<file path="src/rtl/mc_ctrl_pkg.sv">
// Shared definitions for the multi-cycle MIPS main control unit:
// state encoding, instruction classes, opcode constants and the
// datapath mux / ALU-control encodings driven by the FSM.
package mc_ctrl_pkg;

    // Debug-visible 4-bit state codes; FETCH must be 0 and TRAP all-ones.
    typedef enum logic [3:0] {
        StFetch   = 4'h0,
        StDecode  = 4'h1,
        StMemAddr = 4'h2,
        StMemRd   = 4'h3,
        StMemWb   = 4'h4,
        StMemWr   = 4'h5,
        StRExec   = 4'h6,
        StRWb     = 4'h7,
        StIExec   = 4'h8,
        StIWb     = 4'h9,
        StBranch  = 4'hA,
        StJump    = 4'hB,
        StTrap    = 4'hF
    } state_e;

    typedef enum logic [2:0] {
        ClsMem,
        ClsR,
        ClsImm,
        ClsBranch,
        ClsJump,
        ClsIllegal
    } instr_class_e;

    localparam logic [5:0] OP_RTYPE = 6'b000000;
    localparam logic [5:0] OP_LW    = 6'b100011;
    localparam logic [5:0] OP_SW    = 6'b101011;
    localparam logic [5:0] OP_ADDI  = 6'b001000;
    localparam logic [5:0] OP_ANDI  = 6'b001100;
    localparam logic [5:0] OP_BEQ   = 6'b000100;
    localparam logic [5:0] OP_BNE   = 6'b000101;
    localparam logic [5:0] OP_J     = 6'b000010;

    localparam logic [2:0] ALU_ADD   = 3'b000;
    localparam logic [2:0] ALU_SUB   = 3'b001;
    localparam logic [2:0] ALU_FUNCT = 3'b010;
    localparam logic [2:0] ALU_ADDI  = 3'b011;
    localparam logic [2:0] ALU_ANDI  = 3'b100;

    localparam logic [1:0] SRCB_REG     = 2'b00;
    localparam logic [1:0] SRCB_FOUR    = 2'b01;
    localparam logic [1:0] SRCB_IMM     = 2'b10;
    localparam logic [1:0] SRCB_IMM_SH2 = 2'b11;

    localparam logic [1:0] PCSRC_ALU    = 2'b00;
    localparam logic [1:0] PCSRC_ALUOUT = 2'b01;
    localparam logic [1:0] PCSRC_JUMP   = 2'b10;

endpackage

</file>
<file path="src/rtl/opcode_class_decode.sv">
// Combinational opcode classifier.
// Ports:
//   opcode   in   IR[31:26]
//   iclass   out  instruction class (mem, R, imm, branch, jump, illegal)
//   is_lw    out  1 = lw (else sw) within the mem class
//   is_beq   out  1 = beq (else bne) within the branch class
//   is_andi  out  1 = andi (else addi) within the imm class
module opcode_class_decode
    import mc_ctrl_pkg::*;
#(
    parameter int unsigned OPCODE_W = 6
) (
    input  logic [OPCODE_W-1:0] opcode,
    output instr_class_e        iclass,
    output logic                is_lw,
    output logic                is_beq,
    output logic                is_andi
);

    logic [5:0] op6;
    assign op6 = 6'(opcode);

    assign is_lw   = (op6 == OP_LW);
    assign is_beq  = (op6 == OP_BEQ);
    assign is_andi = (op6 == OP_ANDI);

    always_comb begin
        iclass = ClsIllegal;
        case (op6)
            OP_LW, OP_SW:     iclass = ClsMem;
            OP_RTYPE:         iclass = ClsR;
            OP_ADDI, OP_ANDI: iclass = ClsImm;
            OP_BEQ, OP_BNE:   iclass = ClsBranch;
            OP_J:             iclass = ClsJump;
            default:          iclass = ClsIllegal;
        endcase
    end

endmodule

</file>
<file path="src/rtl/multicycle_control.sv">
// Multi-cycle MIPS main control unit (Moore FSM) with memory wait
// handshake, wait timeout, sticky trap and per-instruction done pulse.
// Ports:
//   clk, reset (async, active-high)
//   opcode, mem_ready                    inputs
//   pc_write, pc_write_eq, pc_write_ne   PC write enables
//   iord, mem_read, mem_write, ir_write  memory address select / strobes / IR load
//   reg_dst, mem_to_reg, reg_write       register-file controls
//   alu_src_a, alu_src_b, alu_op         ALU operand / operation selects
//   pc_source                            PC mux select
//   instr_done, trap, state              status and debug
module multicycle_control
    import mc_ctrl_pkg::*;
#(
    parameter int unsigned OPCODE_W = 6,
    parameter int unsigned ALUOP_W  = 3,
    parameter int unsigned MAX_WAIT = 15
) (
    input  logic                clk,
    input  logic                reset,
    input  logic [OPCODE_W-1:0] opcode,
    input  logic                mem_ready,
    output logic                pc_write,
    output logic                pc_write_eq,
    output logic                pc_write_ne,
    output logic                iord,
    output logic                mem_read,
    output logic                mem_write,
    output logic                ir_write,
    output logic                reg_dst,
    output logic                mem_to_reg,
    output logic                reg_write,
    output logic                alu_src_a,
    output logic [1:0]          alu_src_b,
    output logic [ALUOP_W-1:0]  alu_op,
    output logic [1:0]          pc_source,
    output logic                instr_done,
    output logic                trap,
    output logic [3:0]          state
);

    // Keep at least one bit so MAX_WAIT = 0 (timeout disabled) still elaborates.
    localparam int unsigned CntW = (MAX_WAIT > 0) ? $clog2(MAX_WAIT + 1) : 1;

    state_e          state_q, state_d;
    logic [CntW-1:0] cnt_q, cnt_d;

    instr_class_e iclass;
    logic         is_lw, is_beq, is_andi;
    logic         wait_expired;

    logic       pcw_c, pweq_c, pwne_c, iord_c, mrd_c, mwr_c, irw_c;
    logic       rdst_c, m2r_c, rw_c, srca_c, done_c, trap_c;
    logic [1:0] srcb_c, psrc_c;
    logic [2:0] aop_c;

    opcode_class_decode #(
        .OPCODE_W (OPCODE_W)
    ) u_decode (
        .opcode  (opcode),
        .iclass  (iclass),
        .is_lw   (is_lw),
        .is_beq  (is_beq),
        .is_andi (is_andi)
    );

    assign wait_expired = (MAX_WAIT != 0) && (cnt_q == CntW'(MAX_WAIT));

    always_ff @(posedge clk or posedge reset) begin
        if (reset) begin
            state_q <= StFetch;
            cnt_q   <= '0;
        end else begin
            state_q <= state_d;
            cnt_q   <= cnt_d;
        end
    end

    always_comb begin
        state_d = state_q;
        // Counter only survives a cycle spent waiting in a memory state, which
        // also clears it on every entry to FETCH, MEM_RD or MEM_WR.
        cnt_d   = '0;
        pcw_c   = 1'b0;
        pweq_c  = 1'b0;
        pwne_c  = 1'b0;
        iord_c  = 1'b0;
        mrd_c   = 1'b0;
        mwr_c   = 1'b0;
        irw_c   = 1'b0;
        rdst_c  = 1'b0;
        m2r_c   = 1'b0;
        rw_c    = 1'b0;
        srca_c  = 1'b0;
        done_c  = 1'b0;
        trap_c  = 1'b0;
        srcb_c  = SRCB_REG;
        psrc_c  = PCSRC_ALU;
        aop_c   = ALU_ADD;

        unique case (state_q)
            StFetch: begin
                mrd_c  = 1'b1;
                srcb_c = SRCB_FOUR;
                if (mem_ready) begin
                    irw_c   = 1'b1;
                    pcw_c   = 1'b1;
                    state_d = StDecode;
                end else if (wait_expired) begin
                    state_d = StTrap;
                end else begin
                    cnt_d = cnt_q + 1'b1;
                end
            end
            StDecode: begin
                srcb_c = SRCB_IMM_SH2;
                unique case (iclass)
                    ClsMem:    state_d = StMemAddr;
                    ClsR:      state_d = StRExec;
                    ClsImm:    state_d = StIExec;
                    ClsBranch: state_d = StBranch;
                    ClsJump:   state_d = StJump;
                    default:   state_d = StTrap;
                endcase
            end
            StMemAddr: begin
                srca_c  = 1'b1;
                srcb_c  = SRCB_IMM;
                state_d = is_lw ? StMemRd : StMemWr;
            end
            StMemRd: begin
                iord_c = 1'b1;
                mrd_c  = 1'b1;
                if (mem_ready) begin
                    state_d = StMemWb;
                end else if (wait_expired) begin
                    state_d = StTrap;
                end else begin
                    cnt_d = cnt_q + 1'b1;
                end
            end
            StMemWb: begin
                m2r_c   = 1'b1;
                rw_c    = 1'b1;
                done_c  = 1'b1;
                state_d = StFetch;
            end
            StMemWr: begin
                iord_c = 1'b1;
                mwr_c  = 1'b1;
                if (mem_ready) begin
                    done_c  = 1'b1;
                    state_d = StFetch;
                end else if (wait_expired) begin
                    state_d = StTrap;
                end else begin
                    cnt_d = cnt_q + 1'b1;
                end
            end
            StRExec: begin
                srca_c  = 1'b1;
                aop_c   = ALU_FUNCT;
                state_d = StRWb;
            end
            StRWb: begin
                rdst_c  = 1'b1;
                rw_c    = 1'b1;
                done_c  = 1'b1;
                state_d = StFetch;
            end
            StIExec: begin
                srca_c  = 1'b1;
                srcb_c  = SRCB_IMM;
                aop_c   = is_andi ? ALU_ANDI : ALU_ADDI;
                state_d = StIWb;
            end
            StIWb: begin
                rw_c    = 1'b1;
                done_c  = 1'b1;
                state_d = StFetch;
            end
            StBranch: begin
                srca_c  = 1'b1;
                aop_c   = ALU_SUB;
                psrc_c  = PCSRC_ALUOUT;
                done_c  = 1'b1;
                pweq_c  = is_beq;
                pwne_c  = ~is_beq;
                state_d = StFetch;
            end
            StJump: begin
                psrc_c  = PCSRC_JUMP;
                pcw_c   = 1'b1;
                done_c  = 1'b1;
                state_d = StFetch;
            end
            StTrap: begin
                trap_c = 1'b1;
            end
            default: begin
                // Unused codes fall into the trap rather than wander.
                state_d = StTrap;
            end
        endcase
    end

    // Reset gates every output combinationally so strobes drop the moment
    // reset rises, without waiting for a clock edge.
    assign pc_write    = pcw_c  & ~reset;
    assign pc_write_eq = pweq_c & ~reset;
    assign pc_write_ne = pwne_c & ~reset;
    assign iord        = iord_c & ~reset;
    assign mem_read    = mrd_c  & ~reset;
    assign mem_write   = mwr_c  & ~reset;
    assign ir_write    = irw_c  & ~reset;
    assign reg_dst     = rdst_c & ~reset;
    assign mem_to_reg  = m2r_c  & ~reset;
    assign reg_write   = rw_c   & ~reset;
    assign alu_src_a   = srca_c & ~reset;
    assign instr_done  = done_c & ~reset;
    assign trap        = trap_c & ~reset;
    assign alu_src_b   = reset ? 2'b00 : srcb_c;
    assign pc_source   = reset ? 2'b00 : psrc_c;
    assign alu_op      = reset ? '0 : ALUOP_W'(aop_c);
    assign state       = reset ? 4'h0 : state_q;

endmodule
</file>
<file path="config.mk">
export PLATFORM = sky130hd
export DESIGN_NAME = multicycle_control
export DESIGN_NICKNAME = d
export VERILOG_FILES = /design/src/rtl/mc_ctrl_pkg.sv /design/src/rtl/opcode_class_decode.sv /design/src/rtl/multicycle_control.sv
export SDC_FILE = /design/constraint.sdc
export NUM_CORES = 1
export LEC_CHECK = 0
export CAP_MARGIN = 10
export CORE_UTILIZATION = 40
export CTS_CLUSTER_DIAMETER = 50
export DETAILED_ROUTE_END_ITERATION = 16
export PLACE_DENSITY = 0.72
export SYNTH_ARGS = -nofsm -noshare
export SYNTH_HDL_FRONTEND = slang
export SYNTH_HIERARCHICAL = 1
export SYNTH_SLANG_ARGS = --single-unit
</file>
<file path="constraint.sdc">
create_clock -name clk -period 1.9 [get_ports clk]
set_clock_uncertainty 0.2 [all_clocks]
set_input_delay 0.285 -clock clk [delete_from_list [all_inputs] [get_ports clk]]
set_output_delay 0.285 -clock clk [all_outputs]
set_load 0.01 [all_outputs]
</file>
Word level (Yosys, flattened, before mapping):

Index checks and enable logic that the tools add are counted.
Widths: inputs -> output; s select.

* bits in registers: 8
* bits of input ports: 9
* logic and storage cells: 88

* add/subtract/negate cells: 1
* equal/unequal tests: 24
* muxes and demuxes: 33
* bitwise logic cells: 15
* reduce and logical (&&, ||, !) cells: 13

Operators by type and width (count)
* $pmux 4 s9: 1
* $mux 4: 8
* $eq 4x4->1 const B: 6
* $pmux 4 s5: 1
* $eq 4x3->1 const B: 4
* $pmux 3 s5: 1
* $and 1x1->1: 13
* $eq 6x3->1 const B: 2
* $eq 6x4->1 const B: 2
* $eq 6x6->1 const B: 2
* $mux 1: 12
* $reduce_or 2->1: 6
* $mux 3: 3
* $pmux 3 s3: 1
* $eq 4x2->1 const B: 2
* $eq 3x2->1 const B: 2
* $eq 6x2->1 const B: 1
* $logic_not 6->1: 1
* $pmux 2 s3: 1
* $reduce_or 3->1: 2
* $reduce_or 5->1: 1
* $add 4x1->4 const B: 1
* $eq 4x1->1 const B: 1
* $logic_not 4->1: 1
* 8 further kinds: 11

Depth between registers and ports, before layout:

Gate-level depths: netlist of the first run.

* depth after elaboration: 6
* mapped depth: 5
* gate-level depth less buffers: 5

Cells and area by module:

Netlist of the first run, hierarchy kept.

Modules (own cells, without submodules)
* multicycle_control: instances 1, cells an instance 108, area each 860.8 µm², seq. area each 200.2 µm²
* opcode_class_decode: instances 1, cells an instance 17, area each 101.3 µm², seq. area each 0.0 µm²

Worst setup path after synthesis of the first run:

No wires, ideal clock.

* path type: register to output
* start: reg state_q[1]
* end: out mem_to_reg
* arrival: 1.217 ns
* path slack: 0.198 ns
* cell stages (with the launch flop): 4
* cell sequence: dfrtp_1 > buf_4 > nor2_1 > nor4b_1

* word-level cells in the longest chain between the ends: 3

Ends and longest elaborated chain
* start, declared: RTL line multicycle_control.sv:45 `state_e state_q, state_d;`
* start signal, assigned: RTL line multicycle_control.sv:71 `state_q <= StFetch;`
* start signal, assigned: RTL line multicycle_control.sv:74 `state_q <= state_d;`
* $eq 4x3->1: RTL line multicycle_control.sv:101 `unique case (state_q)`
* $mux 1: RTL line multicycle_control.sv:101
* $and 1x1->1: RTL line multicycle_control.sv:217 `assign mem_to_reg = m2r_c & ~reset;`
* end, declared: RTL line multicycle_control.sv:31 `output logic mem_to_reg,`

No other way between the ends.

Final worst setup path of the first run:

* start: reg state_q[2]
* end: out alu_op[1]

* word-level cells in the longest chain between the ends: 3

Ends and longest elaborated chain
* $eq 4x4->1 or $eq 4x3->1 (tied branches): RTL line multicycle_control.sv:101
* $pmux 3 s3 (*): RTL line multicycle_control.sv:101
* $mux 3 (*): RTL line multicycle_control.sv:224 `assign alu_op = reset ? '0 : ALUOP_W'(aop_c);`
* end, declared: RTL line multicycle_control.sv:35 `output logic [ALUOP_W-1:0] alu_op,`

Every way passes the cells marked *; elsewhere a longest branch is shown, timed or not.

==> results of run 1 <==
-- worst reg2reg max path, delay by kind of cell, from the launching register on --
family | cells | cell delay [ns]
compound gates | 2 | 0.38
buf+inv | 3 | 0.38
flops | 1 | 0.42
simple gates | 1 | 0.38
-- where the power goes --
group	internal, mW	total (mW)	leakage [nW]	switching (mW)
sequential	0.171	0.171	0.0897	0
clock	0.0714	0.117	0.0138	0.0452
combinational	0.0427	0.0910	0.782	0.0483
-- logic make-up after synthesis --
| kind of cell | Yosys count |
|---|---|
| xor+xnor | 5 |
| flops | 8 |
| buf+inv | 16 |
| mux | 1 |
| simple gates | 68 |
| fa+ha+maj | 1 |
| compound gates | 26 |
-- sequential cells by signal (all words and copies together), names as in the netlist --
name / cells
state_q: 4
cnt_q: 4
-- final timing paths --
kind	end	cells past startpoint
min reg2reg	cnt_q[0]	1
min	cnt_q[0]	1
max reg2reg	cnt_q[3]	6
max	alu_op[1]	7
max in group asynchronous	state_q[2]	5
min in group asynchronous	cnt_q[1]	5
-- synthesized netlist by cell type (2+ instances only) --
master,count,share of area (%)
o221ai_2,2,3.1
buf_2,4,2.1
nor2b_1,6,3.9
dfrtp_1,8,21
nand2_1,6,2.3
nor3_1,7,3.6
nor4b_1,3,2.7
nor2_1,16,6.2
o21ai_0,3,1.6
inv_1,7,2.7
and3_1,6,3.9
nor4_1,8,5.2
nand2b_1,7,4.6
xnor2_1,4,3.6
a211oi_1,2,1.6
o22ai_1,2,1.3
o21ai_1,2,1.0
a31oi_1,3,2.0
buf_6,3,3.5
and2_1,2,1.3
-- stage by stage --
| stage | TNS (ns) | power [mW] |
|---|---|---|
| after floorplan | 0 | 0.2014 |
| after global placement | -10.30 | 0.2610 |
| after detailed placement | -10.81 | 0.2631 |
| after CTS | -0.3932 | 0.3801 |
| after global routing | -1.591 | 0.3961 |
| final | -0.5974 | 0.3785 |
-- layer usage --
metal / vias to the layer above / track usage, %
met3: 8 / 2.976
met1: 602 / 33.58
met5: - / 0
li1: 627 / -
met2: 39 / 50.88
met4: 0 / 9.722
-- repair_timing --
action,in CTS,in global routing
pin swaps,9,16
setup endpoints to repair,25,23
resized for setup,113,36
buffers inserted,13,4
-- cell type report --
class / count / area (sq um)
multi-input cells: 101 / 869.6
repair buffers: 87 / 701.9
fillers: 134 / 372.9
flip-flops and latches: 8 / 205.2
well taps: 28 / 35.03
inverters: 7 / 26.28
clock buffers: 3 / 22.52
==> impl_summary.log, run 1 <==
INFO  metric result_of_the_run = finished, violations left
INFO  metric violations = setup timing
INFO  metric synthArstFlopShare = 100.0%
INFO  metric slew-limit-headroom = a little over two thirds
INFO  metric p_per_area = 203.4 nW/um^2
INFO  metric mean_routed_wirelength_per_cell = 15.56 um
INFO  metric dieArea = 2606 sq um
INFO  metric firstDrtPassIters = 4
INFO  metric cpMaxStageDelayCell = dfrtp_2
INFO  metric critical_path.top_delay_family = buffers and inverters
INFO  metric setup_repair_after_global_routing_missed_its_margin = yes
INFO  metric synth_top_flop_cell = dfrtp_1
INFO  metric met2_length = 1897 um
INFO  metric floorplan.io_pins = 33
INFO  metric wl_met3 = 146 um
INFO  metric syn_to_final_growth = 93.37%
INFO  metric required_time_of_the_critical_path = 1.41 ns
INFO  metric utilization = between 80% and 90%
INFO  metric min_from = cnt_q[0]
INFO  metric dr.first_iter.drc_count = 37
INFO  metric cts_inserted_buffers = 3
INFO  metric finalSetupViolCount = 11
INFO  metric core.rowCount = 17
INFO  metric final_common_cell = buf_4
INFO  metric critPathArrivalTime = 1.53 ns
INFO  metric synth_area = 962.2 sq um
INFO  metric grt_pass1_wl = about 5500 um
INFO  metric crit-reg2reg-launch = state_q[2]
INFO  metric worstSetupEndpointType = output port
INFO  metric path_common_cell = buf_6
INFO  metric muxShareOfSynthArea = ~1.0%
INFO  metric remaining_drc_errors = 0
INFO  metric antenna-diode-count = 0
INFO  metric synth_cell_type_count = 44
INFO  metric most-common-layout-cells = buf_4, buf_2, nor2_1, buf_6, dlygate4sd2_1
INFO  metric dpl.cell_count = 216
INFO  metric dp_wirelength = 2359 um
INFO  metric ys_ff_latch = 8
INFO  metric drt-met1-wl = 1509 um
INFO  metric preCtsSetupSlack = -0.6371 ns
INFO  metric insertion_delay = 0.24 ns
INFO  metric maxUsedRoutingLayer = met4
INFO  metric synth_warnings = 6
INFO  metric yosys.area_share.simple = 39.66%
INFO  metric tritoncts_num_sinks = 8
INFO  metric worstPathBufferInverterCount = 4
INFO  metric hold_path_class = flip-flop to flip-flop
INFO  metric layout_min_cycle_time = ~2 ns
INFO  metric maximum_number_of_pins_on_one_net_before_global_route_repair = 13
INFO  metric initial_antenna_violation_count = 0
INFO  metric timing.final.hold_violations = 0
INFO  metric cts_tree = done
INFO  metric synth_enable_flop_cells = 0
INFO  metric drv.max_cap_violation_count = 0
INFO  metric groute.usage.overall = 27.97%
INFO  metric initial_core_util = 43.08%
INFO  metric critical_path_peak_fanout = 6
INFO  metric path_cells = buf_6 > buf_6 > buf_8 > nor2_4 > a2bb2oi_2 > nor3_1 > buf_2
INFO  metric synthesized_instance_count = around 130
INFO  metric timing.critical_path.slowest_cell_delay = 0.42 ns
INFO  metric number_of_global_route_vias_before_repair = 1231
INFO  metric finalNonFillerCells = 234
INFO  metric via_per_inst = approximately 5.5
INFO  metric final_antenna_net_count = 0
INFO  metric fin_crit_sh = 106.3%
INFO  metric seq_area_frac_synth = 20.81%
INFO  metric synth_nets = 135
INFO  metric final_layout_size_suffix_gt1_share = 55.34%
INFO  metric final.hold.worst_slack = 0.2826 ns
INFO  metric synth-compound-area-share = 23.15%
INFO  metric worst-r2r-setup-slack = around 0.03 ns
INFO  metric global_route.overflow_total = 0
INFO  metric avg_synthesized_cell_area = 7.697 sq um
INFO  metric die_w = 51.05 um
INFO  metric crit_path_start = state_q[2]
INFO  metric gp_routability_congestion = 0.8259
INFO  metric vias = 1276
INFO  metric die_h = 51.05 um
INFO  metric clk_pin_slew = around 0.050 ns
INFO  metric synth_fa_ha_area_share = between 1 and 1.5%
INFO  metric nNetsFinal = 218
INFO  metric post-route-worst-setup-slack = -0.1194 ns
INFO  metric timing_worst_setup_path_type = flip-flop to output port
INFO  metric htree_num_levels = 1
INFO  metric cts-root-buf = clkbuf_4
INFO  metric cts-hold-fix-buffers = 0
INFO  metric route.final.wire_length = 3640 um
INFO  metric place.port_buffers = 32
INFO  metric finish.instance_area = 1861 sq um
INFO  metric core_region_area = 2233 sq um
INFO  metric post_dp_cell_area = 1553 sq um
INFO  metric worst-slew-pin-transition = 0.4355 ns
INFO  metric synth_top_family_by_area = simple AND/OR/NAND/NOR gates
INFO  metric synth_xor_xnor_area_share = under 10%
INFO  metric worstSetupStartpointType = flip-flop
INFO  metric max_clock_freq = 0.4952 GHz
INFO  metric total_leakage_power = between 0.8 and 0.9 nW
INFO  metric ir_worst_vdd = about 0.33 mV
INFO  metric total_count_of_max_transition_violations_in_the_final_report = 0
INFO  metric clock_path_buffers = 2
(Power assumes the default switching activity.)
==> run 2: changes to the inputs <==
--- a/config.mk
+++ b/config.mk
@@ -7,6 +7,7 @@
 export LEC_CHECK = 0
 export CAP_MARGIN = 10
 export CORE_UTILIZATION = 40
+export CTS_BUF_LIST = sky130_fd_sc_hd__clkbuf_16
 export CTS_CLUSTER_DIAMETER = 50
 export DETAILED_ROUTE_END_ITERATION = 16
 export PLACE_DENSITY = 0.72
==> impl_summary.log, run 2 (synthesis gave the netlist of run 1 again) <==
INFO  metric hold_path_class = flip-flop to flip-flop
INFO  metric dp_wirelength = roughly 2400 um
INFO  metric layout_min_cycle_time = 2.092 ns
INFO  metric fin_crit_sh = 110.1%
INFO  metric core_region_area = 2233 sq um
INFO  metric remaining_drc_errors = 0
INFO  metric utilization = between 80 and 90%
INFO  metric final_layout_size_suffix_gt1_share = a little over half
INFO  metric die_h = 51.05 um
INFO  metric timing.critical_path.slowest_cell_delay = between 0.4 and 0.5 ns
INFO  metric most-common-layout-cells = buf_4, buf_6, nor2_1, buf_2, dlygate4sd2_1
INFO  metric timing_worst_setup_path_type = flip-flop to output port
INFO  metric number_of_global_route_vias_before_repair = 1264
INFO  metric worstSetupEndpointType = output port
INFO  metric floorplan.io_pins = 33
INFO  metric drv.max_cap_violation_count = 0
INFO  metric firstDrtPassIters = 4
INFO  metric cts_tree = done
INFO  metric nNetsFinal = 219
INFO  metric path_cells = buf_6 > buf_6 > buf_8 > nor2_1 > a2bb2oi_1 > nor3_1 > buf_2
INFO  metric max_clock_freq = 0.4780 GHz
INFO  metric via_per_inst = 5.762
INFO  metric overall_power = 615.3 uW
INFO  metric total_leakage_power = between 0.9 and 1 nW
INFO  metric maximum_number_of_pins_on_one_net_before_global_route_repair = 13
INFO  metric p_per_area = 320.1 nW/um^2
INFO  metric clock_path_buffers = 2
INFO  metric cpMaxStageDelayCell = dfrtp_2
INFO  metric grt_pass1_wl = 5837 um
INFO  metric initial_antenna_violation_count = 0
INFO  metric vias = 1354
INFO  metric final_common_cell = buf_4
INFO  metric finalSetupViolCount = 12
INFO  metric die_w = 51.05 um
INFO  metric mean_routed_wirelength_per_cell = between 15 and 20 um
INFO  metric final.hold.worst_slack = 0.3080 ns
INFO  metric groute.usage.overall = 30.13%
INFO  metric core.rowCount = 17
INFO  metric tritoncts_num_sinks = 8
INFO  metric total_count_of_max_transition_violations_in_the_final_report = 0
INFO  metric global_route.overflow_total = 0
INFO  metric path_common_cell = buf_6
INFO  metric setup_repair_after_global_routing_missed_its_margin = yes
INFO  metric preCtsSetupSlack = -0.6371 ns
INFO  metric final_antenna_net_count = 0
INFO  metric violations = setup timing
INFO  metric dieArea = 2606 sq um
INFO  metric result_of_the_run = finished, violations left
INFO  metric initial_core_util = 43.08%
INFO  metric dr.first_iter.drc_count = 36
INFO  metric syn_to_final_growth = 99.74%
INFO  metric place.port_buffers = 32
INFO  metric ir_worst_vdd = 0.7207 mV
INFO  metric fillers = 130
INFO  metric finalNonFillerCells = 235
INFO  metric worstSetupStartpointType = flip-flop
INFO  metric route.final.wire_length = 4216 um
INFO  metric timing.final.hold_violations = 0
INFO  metric dpl.cell_count = 216
INFO  metric critical_path_peak_fanout = 6
INFO  metric clk_pin_slew = 0.04 ns
INFO  metric insertion_delay = 0.23 ns
INFO  metric post-route-worst-setup-slack = -0.1919 ns
INFO  metric slew-limit-headroom = just under 80%
INFO  metric gp_routability_congestion = between 0.8 and 0.9
INFO  metric htree_num_levels = 1
INFO  metric cts_inserted_buffers = 3
INFO  metric largest_registers = cnt_q x4, state_q x4
INFO  metric cts-root-buf = clkbuf_16
INFO  metric required_time_of_the_critical_path = 1.41 ns
INFO  metric worst-slew-pin-transition = 0.3321 ns
INFO  metric critPathArrivalTime = approximately 1.6 ns
INFO  metric antenna-diode-count = 0
## run 2: changes by cell type in the layout (fill, tap and decap cells not counted), moves of 2 or more
| cell | change |
|---|---|
| clkbuf_2 | +3 |
| clkbuf_4 | -3 |
| o21ai_2 | -2 |
| buf_4 | -3 |
| clkbuf_16 | +3 |
| o21ai_1 | +2 |
| dlygate4sd2_1 | -2 |
| buf_6 | +3 |
## run 2: worst max-delay path: cells and delay by family (launching register included)
kind | cells | cell delay, ns
simple gates | 2 | 0.30
compound gates | 1 | 0.10
flops | 1 | 0.43
buf+inv | 4 | 0.56
## run 2: final timing paths
| kind | start | end | slack, ns | cells after the start |
|---|---|---|---|---|
| setup / recovery | state_q[2] | alu_op[1] | -0.19 | 7 |
| min in group asynchronous | reset | state_q[0] | 0.37 | 5 |
| max in group asynchronous | reset | state_q[1] | 0.99 | 5 |
| hold reg to reg | cnt_q[0] | cnt_q[0] | 0.31 | 1 |
| hold / removal | cnt_q[0] | cnt_q[0] | 0.31 | 1 |
| setup reg to reg | state_q[0] | state_q[3] | 0.04 | 7 |
## run 2: what timing repair did
item	in CTS	in global routing
setup buffers	12	6
hold buffers	0	0
pin swaps	15	14
resized for setup	110	41
hold endpoints to repair	0	0
endpoints found under the setup margin	27	19
## run 2: layout make-up
cell class                      instances  area, sq um  share of cell area (%)
Tap cell                               28        35.03                   1.823
Timing Repair Buffer                   88        725.7                   37.76
Inverter                                7        26.28                   1.367
Clock buffer                            3        75.07                   3.906
Sequential cell                         8        205.2                   10.68
Multi-Input combinational cell        101        854.6                   44.47
## run 2: routing by layer
metal | global-route usage [%] | part of all wire [%] | vias to the layer above
li1 | - | - | 628
met1 | 35.09 | 40 | 657
met2 | 55.92 | 52 | 53
met3 | 2.679 | 4.4 | 16
met4 | 11.57 | 3.5 | 0
met5 | 0 | 0 | -
## run 2: per-stage QoR
step	instance area, sq um	TNS [ns]
final	1922	-0.8113
after global routing	1922	-1.345
after CTS	1729	-0.3326
after detailed placement	1553	-10.81
after global placement	1553	-10.30
after floorplan	962.2	0
## run 2: report_power, final
group          switching [mW]  total [mW]  internal [mW]
clock network          0.0828       0.354          0.271
registers                   0       0.171          0.171
logic                  0.0476      0.0898         0.0422
total                   0.130       0.615          0.485
